### src/rtl/tlb_refill_walker.sv
// Sv32 two-level page-table walker that refills the TLB on a miss.
// One PTE read outstanding at a time; every output is a flop decoded from the next state.
module tlb_refill_walker #(
    parameter int unsigned VPN_WIDTH = 20,
    parameter int unsigned PPN_WIDTH = 20
) (
    input  logic                 clk,
    input  logic                 rst,
    input  logic [PPN_WIDTH-1:0] satp_ppn_i,
    input  logic                 flush_i,
    input  logic                 req_valid_i,
    output logic                 req_ready_o,
    input  logic [31:0]          req_vaddr_i,
    output logic                 resp_valid_o,
    output logic                 resp_fault_o,
    output logic                 mem_req_valid_o,
    input  logic                 mem_req_ready_i,
    output logic [31:0]          mem_req_addr_o,
    input  logic                 mem_resp_valid_i,
    input  logic [31:0]          mem_resp_data_i,
    output logic                 tlb_wr_en_o,
    output logic [31:0]          tlb_wr_vaddr_o,
    output logic [31:0]          tlb_wr_paddr_o,
    output logic [2:0]           tlb_wr_perm_o
);
    localparam int unsigned VPN_HALF = VPN_WIDTH / 2;

    typedef enum logic [2:0] {
        S_IDLE, S_L1_REQ, S_L1_WAIT, S_L0_REQ, S_L0_WAIT, S_WRITE, S_FAULT, S_DRAIN
    } state_e;

    state_e                state_q, state_d;
    logic [31:0]           vaddr_q, vaddr_d;
    logic [31:0]           addr_q, addr_d;
    logic [PPN_WIDTH-1:0]  ppn_d;
    logic [2:0]            perm_d;
    logic                  req_rdy_q, mreq_q, rv_q, rf_q, wr_q;
    logic [31:0]           wva_q, wpa_q;
    logic [2:0]            perm_q;
    logic                  pte_bad, pte_leaf, pte_misaligned;
    logic [VPN_HALF-1:0]   vpn0;
    logic                  unused_pte_bits;

    // PTE classification; A/D/U/G and RSW bits play no part.
    assign pte_bad        = ~mem_resp_data_i[0] | (~mem_resp_data_i[1] & mem_resp_data_i[2])
                          | (|mem_resp_data_i[31:30]);
    assign pte_leaf       = mem_resp_data_i[1] | mem_resp_data_i[3];
    assign pte_misaligned = |mem_resp_data_i[19:10];
    assign vpn0           = vaddr_q[12 +: VPN_HALF];
    assign unused_pte_bits = ^mem_resp_data_i[9:4];

    always_ff @(posedge clk or posedge rst) begin
        if (rst) state_q <= S_IDLE;
        else     state_q <= state_d;
    end

    always_comb begin
        state_d = state_q;
        vaddr_d = vaddr_q;
        addr_d  = addr_q;
        ppn_d   = '0;
        perm_d  = '0;
        unique case (state_q)
            S_IDLE: begin
                if (req_valid_i && !flush_i) begin
                    state_d = S_L1_REQ;
                    vaddr_d = req_vaddr_i;
                    addr_d  = {satp_ppn_i, req_vaddr_i[31:22], 2'b00};
                end
            end
            S_L1_REQ, S_L0_REQ: begin
                // A flush racing an accepted request still owes us a response.
                if (flush_i)
                    state_d = mem_req_ready_i ? S_DRAIN : S_IDLE;
                else if (mem_req_ready_i)
                    state_d = (state_q == S_L1_REQ) ? S_L1_WAIT : S_L0_WAIT;
            end
            S_L1_WAIT: begin
                if (mem_resp_valid_i) begin
                    if (flush_i) begin
                        state_d = S_IDLE;
                    end else if (pte_bad || (pte_leaf && pte_misaligned)) begin
                        state_d = S_FAULT;
                    end else if (pte_leaf) begin
                        state_d = S_WRITE;
                        ppn_d   = {mem_resp_data_i[29:20], vpn0};
                        perm_d  = {mem_resp_data_i[1], mem_resp_data_i[2], mem_resp_data_i[3]};
                    end else begin
                        state_d = S_L0_REQ;
                        addr_d  = {mem_resp_data_i[29:10], vpn0, 2'b00};
                    end
                end else if (flush_i) begin
                    state_d = S_DRAIN;
                end
            end
            S_L0_WAIT: begin
                if (mem_resp_valid_i) begin
                    if (flush_i) begin
                        state_d = S_IDLE;
                    end else if (pte_bad || !pte_leaf) begin
                        state_d = S_FAULT;
                    end else begin
                        state_d = S_WRITE;
                        ppn_d   = mem_resp_data_i[29:10];
                        perm_d  = {mem_resp_data_i[1], mem_resp_data_i[2], mem_resp_data_i[3]};
                    end
                end else if (flush_i) begin
                    state_d = S_DRAIN;
                end
            end
            S_WRITE, S_FAULT: state_d = S_IDLE;
            S_DRAIN: begin
                if (mem_resp_valid_i) state_d = S_IDLE;
            end
            default: state_d = S_IDLE;
        endcase
    end

    // Datapath latches and registered outputs, decoded from the next state.
    always_ff @(posedge clk or posedge rst) begin
        if (rst) begin
            vaddr_q   <= '0;
            addr_q    <= '0;
            req_rdy_q <= 1'b1;
            mreq_q    <= 1'b0;
            rv_q      <= 1'b0;
            rf_q      <= 1'b0;
            wr_q      <= 1'b0;
            wva_q     <= '0;
            wpa_q     <= '0;
            perm_q    <= '0;
        end else begin
            vaddr_q   <= vaddr_d;
            addr_q    <= addr_d;
            req_rdy_q <= (state_d == S_IDLE);
            mreq_q    <= (state_d == S_L1_REQ) || (state_d == S_L0_REQ);
            rv_q      <= (state_d == S_WRITE) || (state_d == S_FAULT);
            rf_q      <= (state_d == S_FAULT);
            wr_q      <= (state_d == S_WRITE);
            wva_q     <= (state_d == S_WRITE) ? vaddr_q : '0;
            wpa_q     <= (state_d == S_WRITE) ? {ppn_d, 12'h000} : '0;
            perm_q    <= (state_d == S_WRITE) ? perm_d : '0;
        end
    end

    // A flush in IDLE must refuse the request in the same cycle.
    assign req_ready_o     = req_rdy_q & ~flush_i;
    assign mem_req_valid_o = mreq_q;
    assign mem_req_addr_o  = addr_q;
    assign resp_valid_o    = rv_q;
    assign resp_fault_o    = rf_q;
    assign tlb_wr_en_o     = wr_q;
    assign tlb_wr_vaddr_o  = wva_q;
    assign tlb_wr_paddr_o  = wpa_q;
    assign tlb_wr_perm_o   = perm_q;
endmodule

### config.mk
export PLATFORM = sky130hd
export DESIGN_NAME = tlb_refill_walker
export DESIGN_NICKNAME = d
export VERILOG_FILES = /design/src/rtl/tlb_refill_walker.sv
export SDC_FILE = /design/constraint.sdc
export NUM_CORES = 1
export LEC_CHECK = 0
export BUFFER_PORTS_ARGS = -buffer_cell sky130_fd_sc_hd__buf_4
export CAP_MARGIN = 25
export CORE_MARGIN = 5
export CORE_UTILIZATION = 49
export DETAILED_ROUTE_END_ITERATION = 10
export PLACE_DENSITY = 0.89
export SETUP_SLACK_MARGIN = 0.15
export SLEW_MARGIN = 20
export SYNTH_ARGS = -nofsm -noshare
export SYNTH_HDL_FRONTEND = slang
export SYNTH_SLANG_ARGS = --single-unit
### constraint.sdc
create_clock -name clk -period 4.96 [get_ports clk]
set_input_delay 0.496 -clock clk [delete_from_list [all_inputs] [get_ports clk]]
set_output_delay 0.496 -clock clk [all_outputs]
set_load 0.01 [all_outputs]
== After elaboration in Yosys (flattened, before gate mapping) ==
Cells that the tools add are included.
Storage, ports and cells
  register bits after elaboration: 139
  bits of input ports: 90
  word-level logic and storage cells: 92
  output and inout bits: 104
Cells by class
  bitwise logic cells: 8
  reduce and logical (&&, ||, !) cells: 17
  muxes and demuxes: 40
  eq/ne operators: 16
Operators with widths (number)
  $mux W32: 7
  $mux W20: 7
  $pmux W32 S2: 1
  $mux W3: 21
  $pmux W20 S2: 1
  $eq A3 B3 Y1 const B: 6
  $pmux W3 S6: 1
  $ne A2 B2 Y1 const B: 5
  $reduce_or A10 Y1: 1
  $eq A3 B2 Y1 const B: 3
  $eq A3 B1 Y1 const B: 2
  $logic_not A3 Y1: 2
  $pmux W3 S2: 1
  $reduce_and A6 Y1: 1
  $reduce_or A2 Y1: 3
  $logic_or A1 B1 Y1: 4
  $not A1 Y1: 3
  $or A1 B1 Y1: 3
  $and A1 B1 Y1: 2
  $logic_and A1 B1 Y1: 2
  $logic_not A1 Y1: 2
  $mux W2: 1
  $reduce_and A2 Y1: 1
  $reduce_bool A2 Y1: 1

== Longest topological paths before layout ==
  word-level depth: 11
  depth in mapped cells: 8
  gate-level depth less buffers: 6

== Least setup slack after synthesis ==
Ideal clock, no wire load.
  kind: in2reg
  from: input mem_resp_data_i[31]
  to: register wpa_q[23], in the netlist tlb_wr_paddr_o[23]
  arrival: 1.817 ns
  slack: 3.077 ns
  stages on the path: 6
  path buffers: 1
  data required time: 4.894 ns
  setup time: 0.066 ns
  cells stage by stage: nor3b_2 o21a_1 nand4_1 a221oi_4 clkbuf_2 and3_1
Between the ends
  cells in the longest elaborated chain, start to end: 9
  elaborated cells between the ends (all ways): 20
  classes of those cells: eq/ne (1); mux (15); bitwise (1); reduce/logical (3)
Ends and longest elaborated chain
  start: declaration: RTL line 20  | input logic [31:0] mem_resp_data_i,
  $reduce_or A2 Y1 (*): RTL line 46  | | (|mem_resp_data_i[31:30]);
  $or A1 B1 Y1 (*): RTL line 46
  $logic_or A1 B1 Y1 (on tied branches): RTL line 100, 82
  $mux W2 or $mux W3 (tied branches): RTL line 100, 82
  $mux W3 (on tied branches): RTL line 98, 80
  $mux W3 (on tied branches): RTL line 97, 79
  $pmux W3 S6: RTL line 63  | unique case (state_q)
  $eq A3 B3 Y1: RTL line 141  | wpa_q <= (state_d == S_WRITE) ? {ppn_d, 12'h000} : '0;
  $mux W32 (*): RTL line 141
  end signal: assignment: RTL line 141
  end: declaration: RTL line 38  | logic [31:0] wva_q, wpa_q;
Every way passes the cells marked *; elsewhere a longest branch is shown, timed or not.
A chain may end at the register's enable or synchronous reset.

== Worst setup path in the final report ==
  from: register state_q[1]
  to: register addr_q[24], in the netlist mem_req_addr_o[24]
Between the ends
  cells in the longest elaborated chain, start to end: 3
  elaborated cells between the ends (all ways): 10
  classes of those cells: eq/ne (6); mux (1); reduce/logical (3)
Ends and longest elaborated chain
  start: declaration: RTL line 32  | state_e state_q, state_d;
  start signal: assignment: RTL line 54  | else state_q <= state_d;
  $eq A3 B2 Y1 or $logic_not A3 Y1 (tied branches): RTL line 63
  $ne A2 B2 Y1 (no line) or $reduce_bool A2 Y1 (tied branches)
  $reduce_and A6 Y1 (no line)
  end signal: assignment: RTL line 134  | addr_q <= addr_d;
  end: declaration: RTL line 34  | logic [31:0] addr_q, addr_d;
Several ways; a longest one is shown, not always the timed one.

==> flow_summary.toml <==
[sta]
fmax_ghz = 0.329
drv_slew = 0
grt_setup_unrepaired = "false"
fin_crit_ps = 3040
finalHoldViolations = 0
maxSlewHeadroom = 0.450
period_share = 0.613
worstMarginPinSlew_ps = 824
tns_ps = 0
skew_ps = 9.31
setup_viol = 0

[route]
via_count = 3737
ant_nets = 0
detail_route.drc_violations = 0
wl_per_cell_um = 18.5
drt-pass1-iter-count = 4
avgViaCountPerCell = 5.13
drt-total-wl_um = 13500
initialDrtViolationCount = 188

[worst_setup_path]
path_delay_family = "simple AND/OR/NAND/NOR gates"
crit_chain = "nor3b_4 -> nand2_1 -> o21ai_4 -> buf_4 -> nor2_1 -> a21oi_1"
crit_path_max_incr_delay_ps = 780
startpoint_type = "flop"
required_ps = 5390
cp.depth = 6
cp_max_fo = 41
critPathSlowestCell = "nor3b_4"
cp-startpoint = "state_q[1]"
critPathBufInv = 1
crit_arrival_ps = 3470
rr_startpoint = "state_q[1]"
worst-r2r-cell-count = 6
crit_type = "reg -> reg"
end_kind = "flop"

[yosys]
syn_area_mm2 = 0.00504
synth_top_cell_area_share = 0.615
synthCells = 407
ys_types = 39
ys_seq_area_frac = 0.620
ys_warn_count = 0
synth_area_leaders = "dfrtp_1 62%, mux2_2 7.1%, mux2i_1 5.8%, and3_1 5.3%, a21oi_1 3.0%"
async_flop_share = 1.00
synth.avg_cell_area_um2 = 12.4
yosysTopAreaCell = "dfrtp_1"
yosys_register_bits = 125
ys.flop_type = "dfrtp_1"
synth_edf_count = 0

[power]
power_leakage_nw = 3.56
vdd_drop_max_mv = 0.260
pwr_density_cell_mw_per_mm2 = 593

[layout]
drive_gt1_frac = 0.419
regArea_mm2 = 0.00313
area_delta_synth_final_pct = 38.9
num-nets-final = 669
n_antenna_cell = 0
multi_input_area_mm2 = 0.00174
fill_cells = 772
final_cell_area_mm2 = 0.00701

[worst_hold_path]
hold_class = "in -> async"

[placement]
dp_hpwl_um = 9640
placed_cell_area_mm2 = 0.00640
io_buffers = 173
place.gp.congestion = 0.854

[outcome]
status = "complete, no violations"

[run]
maxCapViolations = 0

[grt]
grt_use_total = 0.221
antenna_found_initial = 0
globalRoute.totalOverflow = 0
grt_pass1_vias = 3998
grt_pass1_wl_um = 21300
grt_max_degree = 92

[cts]
cts_sinks = 125
cts_tree = "yes"
clock-root-buffer = "clkbuf_8"
cts_hold_buf = 0
cts_max_level = 4
insertion_delay_ps = 510
path_clk_slew_ps = 60
post_cts.repair.setup_buffers = 0
cts_made_buffers = 17
post_cts_resize_count = 0
cts_buffer_depth = 2

[floorplanning]
die_area_mm2 = 0.0124
die_y_um = 111
initial_utilization = 0.495
die_x_um = 111
std_cell_rows = 37
io_pins = 194
core_region_area_mm2 = 0.0102
[synthesized netlist by cell type, types with 3 or more instances]
library cell,instances
dfrtp_1,124
and3_1,43
nor2_1,38
mux2_2,32
a21oi_1,30
mux2i_1,29
buf_4,14
buf_2,12
a22o_1,11
clkbuf_1,8
inv_1,8
o21ai_0,6
clkbuf_2,4
nand2_1,4
nor2b_1,4
nor3_1,4
a31oi_1,3
[power breakdown]
part | leakage, nW | internal (mW) | total, mW | switching, mW
clock | 0.279 | 0.803 | 1.23 | 0.428
sequential | 1.58 | 1.37 | 1.62 | 0.241
combinational | 1.70 | 0.644 | 1.31 | 0.665
[path summary, 6_finish.rpt]
path	endpoint	slack [ps]
max in group asynchronous	tlb_wr_vaddr_o[20]	3870
setup / recovery	mem_req_addr_o[24]	1920
hold reg to reg	tlb_wr_vaddr_o[4]	490
setup reg to reg	mem_req_addr_o[24]	1920
hold / removal	tlb_wr_vaddr_o[31]	140
min in group clk	vaddr_q[1]	210
[cells by family (layout without fill, tap and decap cells)]
| kind of cell | count (synthesis) | after routing | share of synthesized area |
|---|---|---|---|
| DFF | 125 | 125 | 0.620 |
| and+or+nand+nor | 110 | 110 | 0.119 |
| AOI/OAI and AO/OA | 61 | 61 | 0.0776 |
| muxes | 61 | 61 | 0.129 |
| buffers and inverters | 46 | 218 | 0.0486 |
| xor gates and xnor gates | 3 | 3 | 0.00521 |
| other | 1 | 14 | 0.000743 |
[state kept, by name (all words and copies together) (netlist names)]
name / count
resp_valid_o: 1
tlb_wr_en_o: 1
mem_req_valid_o: 1
mem_req_addr_o: 30
vaddr_q: 32
tlb_wr_perm_o: 3
resp_fault_o: 1
tlb_wr_vaddr_o: 32
req_rdy_q: 1
tlb_wr_paddr_o: 20
state_q: 3
[metrics by stage]
stage / total power [mW] / instances / util / setup WS (ps) / hold WS [ps]
after floorplan: 2.34 / 420 / - / 1140 / 471
after global placement: 2.88 / 696 / 0.629 / 2070 / 477
after detailed placement: 2.95 / 696 / 0.629 / 2020 / 482
after CTS: 4.19 / 728 / 0.688 / 1960 / 196
after global routing: 4.38 / 728 / 0.688 / 1730 / 192
final: 4.15 / 728 / 0.688 / 1920 / 138
[placed cells by master (no fill, tap or decap), types with 3 or more instances in the layout]
cell and n:
buf_4 178, dfrtp_1 124, and3_1 43, nor2_1 38, mux2_2 32, a21oi_1 30
mux2i_1 29, clkbuf_16 16, conb_1 14, a22o_1 11, inv_1 7, o21ai_0 6
clkinvlp_4 5, nor2b_1 4, nand2_1 4, nor3_1 4, clkbuf_8 4, a31oi_1 3
bufinv_16 3
[cell type report]
cell class                      count  area share
Inverter                            8     0.00500
Multi-Input combinational cell    249       0.248
Clock inverter                     10      0.0196
Clock buffer                       22      0.0661
Timing Repair Buffer              178       0.191
Sequential cell                   125       0.447
Tap cell                          136      0.0243
[routing by layer]
layer,global-route usage,part of all wire,up-vias
met1,0.264,0.39,1796
met3,0.0652,0.078,26
met2,0.378,0.51,168
met5,0,0,-
li1,-,-,1747
met4,0.0868,0.022,0
Power figures use the tool's default switching activity.
